--- src/rtl/fpu_control_apply.sv ---
// fpu_control_apply: buffers FPU control-word writes until the core is idle, decodes the fields and raises the 8087-style interrupt.
module fpu_control_apply #(
    parameter logic [15:0] RESET_CW = 16'h037F
) (
    input  logic        clk,
    input  logic        reset_n,
    input  logic [15:0] control_word_in,
    input  logic        control_write,
    input  logic        fpu_busy,
    input  logic [5:0]  status_exceptions,
    input  logic        int_ack,
    output logic [15:0] active_control_word,
    output logic [1:0]  rounding_mode,
    output logic [1:0]  precision_mode,
    output logic [5:0]  exception_mask,
    output logic        apply_pulse,
    output logic        write_pending,
    output logic        overrun,
    output logic        fpu_int_req
);
    typedef enum logic {EMPTY, HELD} state_t;
    state_t      state_q, state_d;
    logic [15:0] active_q, active_d, pend_word_q, pend_word_d, cw;
    logic        cond, cond_q, irq_q, irq_d, overrun_q, overrun_d, apply_q, apply_d;
    logic        commit_direct, commit_held;
    always_ff @(posedge clk or negedge reset_n) begin
        if (!reset_n) begin
            state_q     <= EMPTY;
            active_q    <= RESET_CW;
            pend_word_q <= '0;
            cond_q      <= 1'b0;
            irq_q       <= 1'b0;
            overrun_q   <= 1'b0;
            apply_q     <= 1'b0;
        end else begin
            state_q     <= state_d;
            active_q    <= active_d;
            pend_word_q <= pend_word_d;
            cond_q      <= cond;
            irq_q       <= irq_d;
            overrun_q   <= overrun_d;
            apply_q     <= apply_d;
        end
    end
    always_comb begin
        cw            = {3'b000, control_word_in[12:0]};
        commit_direct = (state_q == EMPTY) && control_write && !fpu_busy;
        commit_held   = (state_q == HELD) && !control_write && !fpu_busy;
        // a write while a word is already held replaces it, so the newest word wins
        state_d       = control_write ? ((state_q == HELD || fpu_busy) ? HELD : EMPTY)
                                      : ((state_q == HELD && fpu_busy) ? HELD : EMPTY);
        pend_word_d   = (control_write && (state_q == HELD || fpu_busy)) ? cw : pend_word_q;
        active_d      = commit_direct ? cw : commit_held ? pend_word_q : active_q;
        overrun_d     = overrun_q | ((state_q == HELD) & control_write);
        apply_d       = commit_direct | commit_held;
        cond          = (|(status_exceptions & ~active_q[5:0])) & ~active_q[7];
        irq_d         = (cond & ~cond_q) | (irq_q & cond & ~int_ack);
    end
    assign active_control_word = active_q;
    assign rounding_mode       = active_q[11:10];
    assign precision_mode      = active_q[9:8];
    assign exception_mask      = active_q[5:0];
    assign apply_pulse         = apply_q;
    assign write_pending       = (state_q == HELD);
    assign overrun             = overrun_q;
    assign fpu_int_req         = irq_q;
endmodule

--- config.mk ---
export PLATFORM = sky130hd
export DESIGN_NAME = fpu_control_apply
export DESIGN_NICKNAME = d
export VERILOG_FILES = /design/src/rtl/fpu_control_apply.sv
export SDC_FILE = /design/constraint.sdc
export NUM_CORES = 1
export LEC_CHECK = 0
export CAP_MARGIN = 20
export CORE_ASPECT_RATIO = 1.25
export CORE_MARGIN = 5
export CORE_UTILIZATION = 30
export DETAILED_ROUTE_END_ITERATION = 8
export GPL_TIMING_DRIVEN = 0
export PLACE_DENSITY = 0.57
export SETUP_SLACK_MARGIN = 0.02
export SLEW_MARGIN = 30
export SYNTH_ARGS = -nofsm -noshare
export SYNTH_HDL_FRONTEND = slang
export SYNTH_SLANG_ARGS = --single-unit
--- constraint.sdc ---
create_clock -name clk -period 1.6 [get_ports clk]
set_input_delay 0.24 -clock clk [delete_from_list [all_inputs] [get_ports clk]]
set_output_delay 0.24 -clock clk [all_outputs]
set_load 0.005 [all_outputs]
==> flow_metrics.env <==
export IMPL_synth_common_cells="22 x dfrtp_1, 13 x buf_4, 11 x o2bb2ai_1"
export IMPL_cts_sinks=31
export IMPL_wl_per_cell_um=15.30
export IMPL_relSlewSlack=0.5308
export IMPL_synth_top_flop_cell="dfrtp_1"
export IMPL_crit_chain="clkdlybuf4s50_1"
export IMPL_h_tree_depth=2
export IMPL_grt_antenna_before_repair=0
export IMPL_crit_buf_inv=1
export IMPL_synth_most_common_cell="dfrtp_1"
export IMPL_min_period_over_period=0.9629
export IMPL_critPathSlowestCell="dfstp_2"
export IMPL_worstSetupPathType="register to primary output"
export IMPL_routed_wl_mm=3.657
export IMPL_max_stage_delay_ps=530
export IMPL_ys_warn_count=0
export IMPL_max_freq_mhz=649.1
export IMPL_p_int_w=0.001768
export IMPL_antenna_left=0
export IMPL_synth_distinct_cells=24
export IMPL_netlist_area_leader_share=0.3595
export IMPL_drv_slew=0
export IMPL_syn_to_final_growth_pct=47.55
export IMPL_nets=203
export IMPL_fp_dieW_um=73.91
export IMPL_p_seq_frac=0.439
export IMPL_synth_seq_area_share=0.5139
export IMPL_fin_crit_ps=1541
export IMPL_drc=0
export IMPL_crit_path_end_kind="primary output"
export IMPL_yosys_area_top_type="dfrtp_1"
export IMPL_regToRegSetupSlack_ps=100
export IMPL_io_pins=57
export IMPL_swShare=0.2629
export IMPL_skew_ps=5.746
export IMPL_mappedNetlistArea_um2=1531
export IMPL_hold_path_class="primary input to async pin"
export IMPL_whs_ps=7.766
export IMPL_regArea_um2=788.3
export IMPL_async_flop_share=1.000
export IMPL_crit_family="flip-flops"
export IMPL_r2r_end="fpu_int_req"
export IMPL_r2r_start="active_control_word[3]"
export IMPL_syn_inst=109
export IMPL_dieArea_um2=6643
export IMPL_row_count=29
export IMPL_insertion_delay_ps=280
export IMPL_syn_avg_cell_area_um2=14.05
export IMPL_grt_pass1_vias=1254
export IMPL_drt_pass1_iterations=4
export IMPL_cts_tree="built"
export IMPL_rr_worst_depth=4
export IMPL_power_switching_w=0.0006305
export IMPL_drt_iter0_drc=25
export IMPL_worstPathMaxFanout=2
export IMPL_diodes=0
export IMPL_core_area_um2=5007
export IMPL_synth_edf_count=0
export IMPL_fin_setup_tns_ps=0
export IMPL_fill_cells=456
export IMPL_max_clock_path_buffers=2
export IMPL_synthTopCellsByArea="dfrtp_1 36%, dfstp_2 15%, mux2_4 9.8%"
export IMPL_grt_max_degree=32
export IMPL_clk_pin_slew_ps=60
export IMPL_placedCellCount=223
export IMPL_cts_made_buffers=5
export IMPL_multi_input_area_um2=588.1
export IMPL_rsz0062_at_grt="yes"
export IMPL_status="complete, no violations"
export IMPL_instances_no_fill=239
export IMPL_overflow=0
export IMPL_cap_violations=0
export IMPL_hold_viol_final=0
export IMPL_die_height_um=89.88
export IMPL_leakagePower_nw=1.037
export IMPL_cts_hold_buffers_added=0
export IMPL_grt_total_usage=0.1196
export IMPL_drive_gt1_frac=0.4068
export IMPL_crit_arrival_ps=1300
export IMPL_grt_first_pass_wirelength_mm=6.203
export IMPL_tightest_slew_ps=703.7
export IMPL_initial_core_util=0.3058
export IMPL_via_per_inst=4.607
export IMPL_port_buffer_count=50
export IMPL_setup_violations=0
export IMPL_worst_setup_path_start_kind="register"
export IMPL_detailroute_via_count=1101
export IMPL_clkPwrFrac=0.240
export IMPL_crit_required_ps=1360
export IMPL_ir_drop_v=0.0006108
export IMPL_power_density_nw_per_um2=1061
export IMPL_dp_hpwl_mm=2.699
export IMPL_synth_seq_cells=31
export IMPL_cts_root_buf="clkbuf_8"
export IMPL_pwr_share_comb=0.321
export IMPL_gp_congestion=0.7599
timing repair:
item	CTS	global route
setup buffers	8	0
setup endpoints to repair	16	8
resized for setup	10	7
gates cloned	0	0
final cells by class:
| type | count | share of cell area |
|---|---|---|
| timing repair buffer | 58 | 0.2475 |
| multi-input combinational | 58 | 0.2602 |
| tap | 62 | 0.03433 |
| sequential | 31 | 0.3488 |
| clock buffer | 7 | 0.03378 |
| buffer | 18 | 0.06645 |
| inverter | 4 | 0.006645 |
| clock inverter | 1 | 0.002215 |
power by group through the flow:
stage / registers [W] / clock network, W / logic [W]
floorplan: 0.00107 / 0 / 0.000345
global placement: 0.00108 / 0 / 0.000730
detailed placement: 0.00109 / 0 / 0.000744
CTS: 0.00106 / 0.000606 / 0.000793
global route: 0.00107 / 0.000639 / 0.000829
finish: 0.00105 / 0.000576 / 0.000769
how the worst max path moves through the flow:
stage                                   endpoint  slack, ps  cells after the start              startpoint
final                     active_control_word[6]         60                      1  active_control_word[6]
after CTS                            fpu_int_req         10                      4  active_control_word[3]
after floorplan                      fpu_int_req        260                      3  active_control_word[3]
after global placement                    cond_q       -250                      1                 reset_n
after detailed placement          pend_word_q[1]       -150                      4                fpu_busy
after global routing                 fpu_int_req         10                      4  active_control_word[3]
layout by cell type, fill, tap and decap left out:
| cell | count |
|---|---|
| nor2b_4 | 1 |
| o21ai_2 | 2 |
| nor2_1 | 2 |
| dlygate4sd2_1 | 9 |
| clkbuf_1 | 3 |
| mux2_4 | 10 |
| nor2b_1 | 3 |
| buf_4 | 21 |
| dfstp_2 | 9 |
| clkinv_2 | 1 |
| and2b_4 | 1 |
| a22oi_2 | 10 |
| a21o_2 | 1 |
| o2bb2ai_2 | 2 |
| mux2_2 | 3 |
| conb_1 | 3 |
| inv_1 | 4 |
| clkbuf_8 | 5 |
| a221oi_1 | 1 |
| dfrtp_2 | 1 |
| dfrtp_1 | 21 |
| a2111oi_1 | 1 |
| buf_8 | 1 |
| nand2b_1 | 1 |
| buf_6 | 3 |
| o2bb2ai_1 | 11 |
| dlymetal6s2s_1 | 6 |
| buf_2 | 1 |
| a22oi_1 | 4 |
| a21oi_1 | 2 |
| clkdlybuf4s50_1 | 34 |
metal layers:
| layer | part of all wire | global-route usage | up-vias | wire length, µm |
|---|---|---|---|---|
| li1 | - | - | 520 | - |
| met1 | 0.42 | 0.1504 | 549 | 1527 |
| met2 | 0.52 | 0.1945 | 30 | 1906 |
| met3 | 0.057 | 0.03795 | 2 | 208 |
| met4 | 0.0041 | 0.03172 | 0 | 15 |
| met5 | 0 | 0 | - | 0 |
flip-flops by register name (all words and copies together) (netlist names):
signal               count
active_control_word     13
pend_word_q             13
apply_pulse              1
cond_q                   1
fpu_int_req              1
overrun                  1
write_pending            1
through the flow:
stage / utilization / instance area, µm² / total power (W) / setup WS [ps]
detailed placement: 0.4218 / 2112 / 0.001832 / -154.3
global route: 0.4513 / 2260 / 0.002540 / 10.17
finish: 0.4513 / 2260 / 0.002398 / 59.41
global placement: 0.4228 / 2117 / 0.001812 / -247.8
CTS: 0.4480 / 2243 / 0.002455 / 10.81
floorplan: - / 1539 / 0.001410 / 259.8
cells by family after synthesis:
kind of cell / after synthesis / share of synthesized area
compound gates: 34 / 0.2190
simple gates: 8 / 0.03677
flops: 31 / 0.5139
other cells: 1 / 0.002449
mux: 13 / 0.1201
buf+inv: 22 / 0.1078
Note: power is estimated with default switching activity, not from simulation.
